### src/rtl/regwrite_trace_uart.sv
// regwrite_trace_uart: queues non-zero regfile writes and streams them as 8N1 UART frames.
// Latency: entry visible the edge after the regfile_clock rise; start bit begins one cycle later.
// Backpressure: none upstream; events that find the FIFO full are dropped and counted. Option: TRACE_TIMESTAMP_EN.
module regwrite_trace_uart #(
    parameter int CLKS_PER_BIT = 434,
    parameter int FIFO_DEPTH   = 16
) (
    input  logic        clock,
    input  logic        reset,
    input  logic        regfile_clock,
    input  logic        ctrl_writeEnable,
    input  logic [4:0]  ctrl_writeReg,
    input  logic [31:0] data_writeReg,
    output logic        uart_tx,
    output logic        busy,
    output logic [7:0]  overflow_count
);

`ifdef TRACE_TIMESTAMP_EN
    localparam int         ENTRY_W = 53;
    localparam int         NBYTES  = 7;
    localparam logic [2:0] HDR     = 3'b110;
`else
    localparam int         ENTRY_W = 37;
    localparam int         NBYTES  = 5;
    localparam logic [2:0] HDR     = 3'b101;
`endif
    localparam int FRAME_W = NBYTES * 8;
    localparam int PTR_W   = $clog2(FIFO_DEPTH);
    localparam int BAUD_W  = $clog2(CLKS_PER_BIT);

    typedef enum logic [1:0] {S_IDLE, S_START, S_DATA, S_STOP} state_t;

    state_t               r_state, w_state_nxt;
    logic [FRAME_W-1:0]   r_shift, w_shift_nxt;
    logic [BAUD_W-1:0]    r_baud, w_baud_nxt;
    logic [2:0]           r_bit, w_bit_nxt;
    logic [2:0]           r_byte, w_byte_nxt;
    logic                 r_tx, w_tx_nxt;

    logic                 r_rfclk_q;
    logic [7:0]           r_ovf;
    logic [ENTRY_W-1:0]   r_mem [FIFO_DEPTH];
    logic [PTR_W:0]       r_wr_ptr, r_rd_ptr;

    logic                 w_event, w_empty, w_full, w_push, w_pop, w_drop, w_baud_end;
    logic [ENTRY_W-1:0]   w_entry, w_head;
    logic [FRAME_W-1:0]   w_frame;

    assign w_event = regfile_clock && !r_rfclk_q && ctrl_writeEnable && (ctrl_writeReg != 5'd0);
    assign w_empty = (r_wr_ptr == r_rd_ptr);
    assign w_full  = (r_wr_ptr[PTR_W] != r_rd_ptr[PTR_W]) &&
                     (r_wr_ptr[PTR_W-1:0] == r_rd_ptr[PTR_W-1:0]);
    // A pop in the same cycle frees the slot, so a full FIFO still accepts.
    assign w_push  = w_event && (!w_full || w_pop);
    assign w_drop  = w_event && w_full && !w_pop;
    assign w_head  = r_mem[r_rd_ptr[PTR_W-1:0]];
    assign w_baud_end = (r_baud == BAUD_W'(CLKS_PER_BIT - 1));

`ifdef TRACE_TIMESTAMP_EN
    logic [15:0] r_ts;
    assign w_entry = {r_ts, ctrl_writeReg, data_writeReg};
    assign w_frame = {w_head[44:37], w_head[52:45], w_head[7:0], w_head[15:8],
                      w_head[23:16], w_head[31:24], HDR, w_head[36:32]};

    always_ff @(posedge clock or negedge reset) begin
        if (!reset) begin
            r_ts <= 16'd0;
        end else if (regfile_clock && !r_rfclk_q) begin
            r_ts <= r_ts + 16'd1;
        end
    end
`else
    assign w_entry = {ctrl_writeReg, data_writeReg};
    // Byte 0 sits in the low bits so the shifter always transmits from bit 0.
    assign w_frame = {w_head[7:0], w_head[15:8], w_head[23:16], w_head[31:24],
                      HDR, w_head[36:32]};
`endif

    always_ff @(posedge clock) begin
        if (w_push) begin
            r_mem[r_wr_ptr[PTR_W-1:0]] <= w_entry;
        end
    end

    always_ff @(posedge clock or negedge reset) begin
        if (!reset) begin
            r_rfclk_q <= 1'b0;
            r_wr_ptr  <= '0;
            r_rd_ptr  <= '0;
            r_ovf     <= 8'd0;
        end else begin
            r_rfclk_q <= regfile_clock;
            if (w_push) begin
                r_wr_ptr <= r_wr_ptr + (PTR_W + 1)'(1);
            end
            if (w_pop) begin
                r_rd_ptr <= r_rd_ptr + (PTR_W + 1)'(1);
            end
            if (w_drop && (r_ovf != 8'hFF)) begin
                r_ovf <= r_ovf + 8'd1;
            end
        end
    end

    always_ff @(posedge clock or negedge reset) begin
        if (!reset) begin
            r_state <= S_IDLE;
            r_shift <= '0;
            r_baud  <= '0;
            r_bit   <= 3'd0;
            r_byte  <= 3'd0;
            r_tx    <= 1'b1;
        end else begin
            r_state <= w_state_nxt;
            r_shift <= w_shift_nxt;
            r_baud  <= w_baud_nxt;
            r_bit   <= w_bit_nxt;
            r_byte  <= w_byte_nxt;
            r_tx    <= w_tx_nxt;
        end
    end

    always_comb begin
        w_state_nxt = r_state;
        w_shift_nxt = r_shift;
        w_baud_nxt  = r_baud;
        w_bit_nxt   = r_bit;
        w_byte_nxt  = r_byte;
        w_tx_nxt    = r_tx;
        w_pop       = 1'b0;
        case (r_state)
            S_IDLE: begin
                w_tx_nxt = 1'b1;
                if (!w_empty) begin
                    w_pop       = 1'b1;
                    w_shift_nxt = w_frame;
                    w_baud_nxt  = '0;
                    w_bit_nxt   = 3'd0;
                    w_byte_nxt  = 3'd0;
                    w_tx_nxt    = 1'b0;
                    w_state_nxt = S_START;
                end
            end
            S_START: begin
                if (w_baud_end) begin
                    w_baud_nxt  = '0;
                    w_bit_nxt   = 3'd0;
                    w_tx_nxt    = r_shift[0];
                    w_state_nxt = S_DATA;
                end else begin
                    w_baud_nxt = r_baud + BAUD_W'(1);
                end
            end
            S_DATA: begin
                if (w_baud_end) begin
                    w_baud_nxt  = '0;
                    w_shift_nxt = r_shift >> 1;
                    if (r_bit == 3'd7) begin
                        w_tx_nxt    = 1'b1;
                        w_state_nxt = S_STOP;
                    end else begin
                        w_bit_nxt = r_bit + 3'd1;
                        w_tx_nxt  = r_shift[1];
                    end
                end else begin
                    w_baud_nxt = r_baud + BAUD_W'(1);
                end
            end
            S_STOP: begin
                if (w_baud_end) begin
                    w_baud_nxt = '0;
                    if (r_byte == 3'(NBYTES - 1)) begin
                        w_tx_nxt    = 1'b1;
                        w_state_nxt = S_IDLE;
                    end else begin
                        w_byte_nxt  = r_byte + 3'd1;
                        w_tx_nxt    = 1'b0;
                        w_state_nxt = S_START;
                    end
                end else begin
                    w_baud_nxt = r_baud + BAUD_W'(1);
                end
            end
            default: begin
                w_tx_nxt    = 1'b1;
                w_state_nxt = S_IDLE;
            end
        endcase
    end

    assign uart_tx        = r_tx;
    assign busy           = !w_empty || (r_state != S_IDLE);
    assign overflow_count = r_ovf;

endmodule

### config.mk
export PLATFORM = sky130hd
export DESIGN_NAME = regwrite_trace_uart
export DESIGN_NICKNAME = d
export VERILOG_FILES = /design/src/rtl/regwrite_trace_uart.sv
export SDC_FILE = /design/constraint.sdc
export NUM_CORES = 1
export LEC_CHECK = 0
export ABC_AREA = 1
export CAP_MARGIN = 5
export CELL_PAD_IN_SITES_DETAIL_PLACEMENT = 0
export CELL_PAD_IN_SITES_GLOBAL_PLACEMENT = 2
export CORE_UTILIZATION = 38
export DETAILED_ROUTE_END_ITERATION = 12
export GPL_ROUTABILITY_DRIVEN = 0
export PLACE_DENSITY = 0.73
export SYNTH_ARGS = -nofsm -noshare
export SYNTH_HDL_FRONTEND = slang
export SYNTH_SLANG_ARGS = --single-unit
### constraint.sdc
create_clock -name clock -period 4.35 [get_ports clock]
set_clock_uncertainty 0.05 [all_clocks]
set_input_delay 0.6525 -clock clock [delete_from_list [all_inputs] [get_ports clock]]
set_output_delay 0.6525 -clock clock [all_outputs]
set_load 0.05 [all_outputs]
* Word level (Yosys, flattened, before mapping)
Memories as Yosys holds them, arrays and structs flattened.
Index checks and enable logic that the tools add are counted.
** Word-level totals
- Flip-flop bits (word level) :: 77
- Memories kept :: 1
- Bits in writable memories :: 592
** Memory list
- r_mem :: words 16, width 37, read ports 1, clocked after Yosys merged registers in 0, wr ports 1, RTL line 43 : logic [ENTRY_W-1:0] r_mem [FIFO_DEPTH];
** Cells by class
- Reduce and logical (&&, ||, !) cells :: 26
- Mux-type cells :: 32
- Equal/unequal tests :: 17
- Add/sub/neg operators :: 6
** Operators with widths (count)
- 40-bit 2-to-1 mux :: 2
- 40-bit one-hot mux with 2 select lines :: 1
- 3-bit 2-to-1 mux :: 6
- 9-bit 2-to-1 mux :: 2
- 9-bit one-hot mux with 2 select lines :: 1
- 2-bit inequality test (second input constant) :: 7
- 1-bit 2-to-1 mux :: 11
- 5-bit by 1-bit adder with 5-bit output (second input constant) :: 2
- 2-bit 2-to-1 mux :: 5
- 5-bit AND reduction :: 2
- 9-bit by 1-bit adder with 9-bit output (second input constant) :: 1
- 9-bit == test (second input constant) :: 1
- 3-bit one-hot mux with 3 select lines :: 1
- 8-bit by 1-bit adder with 8-bit output (second input constant) :: 1
- 1-bit logical AND :: 8
- 8-bit inequality test (second input constant) :: 1
- 2-bit one-hot mux with 4 select lines :: 1
- 3-bit by 1-bit adder with 3-bit output (second input constant) :: 2
- 3-bit == test (second input constant) :: 2
- 3-bit one-hot mux with 2 select lines :: 1
- 3-bit AND reduction :: 2
- 2-bit nonzero test :: 3
- 5-bit == test :: 1
- 5-bit nonzero test :: 1
- other kinds (11) :: 16

* Depth between registers and ports, before layout
- Depth after elaboration :: 7
- Gate-level depth with buffers :: 12
- Gate-level depth less buffers :: 11

* Worst setup path after synthesis
No wires, ideal clock.
- Kind :: register to register
- Start :: reg r_state[0]
- End :: mem r_mem[12][0], enable pin
- Cell stages (with the launch flop) :: 10
- Slack :: -76 ps
- Period minus slack after synthesis :: 4426 ps
- Setup time :: 477 ps
- Arrival time :: 3899 ps
- Cell sequence :: dfrtp_1 inv_1 ha_1 inv_1 nand2_1 nor2_2 inv_1 nand2_2 buf_2 nor3_1
** Between the ends
- Cells in the longest elaborated chain, start to end :: 6
** Ends and longest elaborated chain
- from (decl) :: RTL line 34 : state_t r_state, w_state_nxt;
- from (signal assigned) :: RTL line 115 : r_state <= w_state_nxt;
- 2-bit logical NOT :: RTL line 132 : case (r_state)
- 1-bit 2-to-1 mux :: RTL line 132
- 1-bit logical OR :: RTL line 55 : assign w_push = w_event && (!w_full || w_pop);
- 1-bit logical AND :: RTL line 55
- 1-bit 2-to-1 mux :: RTL line 81 : if (w_push) begin
- 1-bit 2-to-1 mux (implied by the code) :: RTL line 82 : r_mem[r_wr_ptr[PTR_W-1:0]] <= w_entry;
- to (decl) :: RTL line 43
No other way between the ends.

* Final worst setup path
- Start :: reg r_rd_ptr[0]
- End :: out busy
** Between the ends
- Cells in the longest elaborated chain, start to end :: 3
** Ends and longest elaborated chain
- from (decl) :: RTL line 44 : logic [PTR_W:0] r_wr_ptr, r_rd_ptr;
- from (signal assigned) :: RTL line 98 : r_rd_ptr <= r_rd_ptr + (PTR_W + 1)'(1);
- 5-bit == test :: RTL line 51 : assign w_empty = (r_wr_ptr == r_rd_ptr);
- 1-bit logical NOT :: RTL line 193 : assign busy = !w_empty || (r_state != S_IDLE);
- 1-bit logical OR :: RTL line 193
- to (decl) :: RTL line 15 : output logic busy,
No other way between the ends.

==> impl_metrics.sql <==
INSERT INTO impl_metrics (metric_group, metric, value, unit) VALUES
('worst_setup_path', 'crit_path_end_kind', 'output pin', ''),
('synthesis', 'yosysUniqueCellTypes', '32', ''),
('synthesis', 'synth-async-reset-ratio', '0.115', ''),
('sta', 'final.min_clock_period', '3.25', 'ns'),
('sta', 'grt_setup_unrepaired', 'false', ''),
('synthesis', 'mappedNetlistArea', '0.0278', 'sq mm'),
('drt', 'ant_nets', '0', ''),
('drt', 'routed_wl', '67300', 'microns'),
('drt', 'drt_first_iter_violations', '1267', ''),
('place', 'dpl_worst_slack', '0.949', 'ns'),
('pwr', 'cellInternalPower', '11.0', 'mW'),
('layout', 'n_antenna_cell', '0', ''),
('layout', 'fraction_of_layout_cells_with_a_size_suffix_above_1', '0.0747', ''),
('layout', 'final_net_count', '2645', ''),
('sta', 'tns', '0', 'ns'),
('place', 'place_hpwl', '35700', 'microns'),
('synthesis', 'yosys.area.top_type', 'sky130_fd_sc_hd__edfxtp_1', ''),
('worst_setup_path', 'worst-r2r-setup-slack', '1.22', 'ns'),
('run_status', 'run_status', 'finished clean', ''),
('pwr', 'switchingPower', '3.06', 'mW'),
('floorplanning', 'io_pins', '51', ''),
('synthesis', 'post_synth_most_frequent_cells', '724 x sky130_fd_sc_hd__nand2_1, 592 x sky130_fd_sc_hd__edfxtp_1, 434 x sky130_fd_sc_hd__nor2_1, 239 x sky130_fd_sc_hd__nand3_1, 181 x sky130_fd_sc_hd__o21ai_0', ''),
('pwr', 'power_frac_seq', '0.514', ''),
('worst_hold_path', 'worstHoldPathType', 'in -> async', ''),
('sta', 'finalSetupViolCount', '0', ''),
('clocking', 'ctsHoldBuffers', '0', ''),
('global_route', 'grt_usage', '0.183', ''),
('pwr', 'power.combinational.fraction', '0.038', ''),
('sta', 'maxClockFrequency', '308', 'MHz'),
('pwr', 'portion_of_total_power_attributed_to_the_clock_network', '0.447', ''),
('pwr', 'cellPowerDensity', '440', 'mW/mm^2'),
('sta', 'tightestPinTransition', '1.08', 'ns'),
('clocking', 'cts_root_buffer', 'sky130_fd_sc_hd__clkbuf_16', ''),
('floorplanning', 'floorplan.initialDensity', '0.387', ''),
('clocking', 'postCtsSetupRepairBufs', '0', ''),
('floorplanning', 'placementRows', '98', ''),
('sta', 'post_route_fraction_of_the_period_consumed_by_the_critical_path', '0.747', ''),
('worst_setup_path', 'cp_common_cell', 'sky130_fd_sc_hd__nand2_1', ''),
('floorplanning', 'floorplan.die.height', '272', 'microns'),
('synthesis', 'synth.net_count', '2606', ''),
('job', 'max_cap_violations', '0', ''),
('synthesis', 'yosysWarningCount', '0', ''),
('worst_setup_path', 'path_buf_inv', '2', ''),
('synthesis', 'yosys_register_bits', '669', ''),
('sta', 'drv_slew', '0', ''),
('sta', 'final-hold-violation-count', '0', ''),
('place', 'port_buffers', '50', ''),
('clocking', 'cts.sinks', '669', ''),
('floorplanning', 'dieArea', '0.0742', 'sq mm'),
('worst_setup_path', 'crit_slowest_cell', 'sky130_fd_sc_hd__dfrtp_4', ''),
('synthesis', 'synth-edff-count', '592', ''),
('drt', 'drc', '0', ''),
('sta', 'setup_slack', '1.10', 'ns'),
('floorplanning', 'area_of_the_placeable_core', '0.0719', 'sq mm'),
('sta', 'timing.max_slew.rel_slack', '0.280', ''),
('drt', 'vias_per_cell', '4.98', ''),
('clocking', 'cts-root-to-sink-buffers', '3', ''),
('synthesis', 'post-synth-top-area-fraction', '0.640', ''),
('synthesis', 'synthCells', '2548', ''),
('worst_setup_path', 'timing.critical_path.fanout_max', '63', ''),
('global_route', 'global_route.overflow_total', '0', ''),
('worst_setup_path', 'criticalPathCategory', 'reg -> out', ''),
('worst_setup_path', 'cpLargestDelayFamily', 'flip-flops', ''),
('worst_setup_path', 'arrival', '2.55', 'ns'),
('clocking', 'cts-htree-levels', '3', ''),
('worst_setup_path', 'crit_start_category', 'flop', ''),
('synthesis', 'yosysMostFrequentCell', 'sky130_fd_sc_hd__nand2_1', ''),
('synthesis', 'syn_area_cell', '10.9', 'sq um'),
('layout', 'area.growth.synth_to_final', '14.6', '%'),
('global_route', 'largest_net_degree_at_the_start_of_global_routing', '221', ''),
('pwr', 'vdd_drop_max', '264', 'uV');
-- through the flow --
stage / cells / instance area [sq um] / hold slack, ns / power, mW / utilization
final: 3601 / 31800 / 0.0450 / 14.0 / 0.443
after global routing: 3601 / 31800 / 0.100 / 14.5 / 0.443
after CTS: 3601 / 31800 / 0.0707 / 14.2 / 0.443
after detailed placement: 3459 / 29400 / 0.416 / 7.88 / 0.409
after global placement: 3459 / 29400 / 0.412 / 7.87 / 0.409
after floorplan: 2548 / 27800 / 0.307 / 7.58 / -
-- path summary, 6_finish.rpt --
kind / cells past startpoint / startpoint / endpoint
setup / recovery: 6 / r_rd_ptr[0]$_DFFE_PN0P_ / busy
setup reg to reg: 9 / r_rd_ptr[0]$_DFFE_PN0P_ / r_mem[6][23]$_DFFE_PP_
hold / removal: 1 / reset / r_shift[6]$_DFFE_PN0P_
max in group asynchronous: 2 / reset / r_shift[21]$_DFFE_PN0P_
hold reg to reg: 2 / r_shift[38]$_DFFE_PN0P_ / r_shift[38]$_DFFE_PN0P_
min in group clock: 2 / r_shift[38]$_DFFE_PN0P_ / r_shift[38]$_DFFE_PN0P_
-- routing by layer --
layer,vias up,track usage,part of all wire
met4,0,0.0495,0.020
met1,8718,0.253,0.47
met3,98,0.0266,0.041
met2,339,0.301,0.47
met5,-,0,0
li1,8776,-,-
-- power groups by stage --
stage,Sequential (mW),Combinational (mW),Clock [mW]
floorplan,7.33,0.249,0
global placement,7.34,0.536,0
detailed placement,7.34,0.543,0
CTS,7.21,0.547,6.42
global route,7.22,0.596,6.65
finish,7.21,0.536,6.27
-- state kept, by name (all words and copies together), names as in the netlist --
register	count
r_mem	592
r_shift	40
r_baud	9
overflow_count	8
r_rd_ptr	5
r_wr_ptr	5
r_bit	3
r_byte	3
r_state	2
r_rfclk_q	1
uart_tx	1
-- logic make-up (layout without fill, tap and decap cells) --
family                     Yosys count  in the layout  share of synthesized area
and+or+nand+nor                   1440           1440                      0.209
DFF                                669            669                      0.709
xor gates and xnor gates            11             11                    0.00347
adders and majority gates           17             17                    0.00766
buffers and inverters              186            289                     0.0292
AOI/OAI and AO/OA                  225            225                     0.0409
-- worst register-to-register path: cells and delay by family, from the launching register on --
family / cells / cell delay (ns)
and+or+nand+nor: 7 / 1.13
DFF: 1 / 0.94
buffers and inverters: 2 / 0.61
-- final cells by class --
| cell class | count | area, sq um |
|---|---|---|
| sequential | 669 | 19700 |
| tap | 950 | 1190 |
| inverter | 48 | 191 |
| fill | 6750 | 40000 |
| multi-input combinational | 1693 | 7360 |
| clock buffer | 102 | 2070 |
| clock inverter | 40 | 395 |
| timing repair buffer | 99 | 901 |
-- cell usage in the layout, fill, tap and decap left out, types with 4 or more instances in the layout --
cell type | Yosys | routed
sky130_fd_sc_hd__edfxtp_1 | 592 | 592
sky130_fd_sc_hd__clkinv_2 | 0 | 15
sky130_fd_sc_hd__clkbuf_16 | 0 | 77
sky130_fd_sc_hd__buf_4 | 3 | 48
sky130_fd_sc_hd__nand4_1 | 13 | 13
sky130_fd_sc_hd__o21ai_0 | 181 | 181
sky130_fd_sc_hd__nand2_1 | 724 | 724
sky130_fd_sc_hd__clkbuf_8 | 0 | 5
sky130_fd_sc_hd__inv_2 | 6 | 6
sky130_fd_sc_hd__ha_1 | 17 | 17
sky130_fd_sc_hd__nor3_2 | 0 | 12
sky130_fd_sc_hd__clkinv_1 | 2 | 12
sky130_fd_sc_hd__inv_1 | 40 | 39
sky130_fd_sc_hd__dfrtp_1 | 76 | 73
sky130_fd_sc_hd__clkbuf_1 | 53 | 20
sky130_fd_sc_hd__nand3_1 | 239 | 239
sky130_fd_sc_hd__xor2_1 | 7 | 7
sky130_fd_sc_hd__nor2_1 | 434 | 433
sky130_fd_sc_hd__bufinv_16 | 0 | 5
sky130_fd_sc_hd__a21oi_1 | 39 | 39
sky130_fd_sc_hd__xnor2_1 | 4 | 4
sky130_fd_sc_hd__clkdlybuf4s50_1 | 0 | 48
Note: power is estimated with default switching activity, not from simulation.
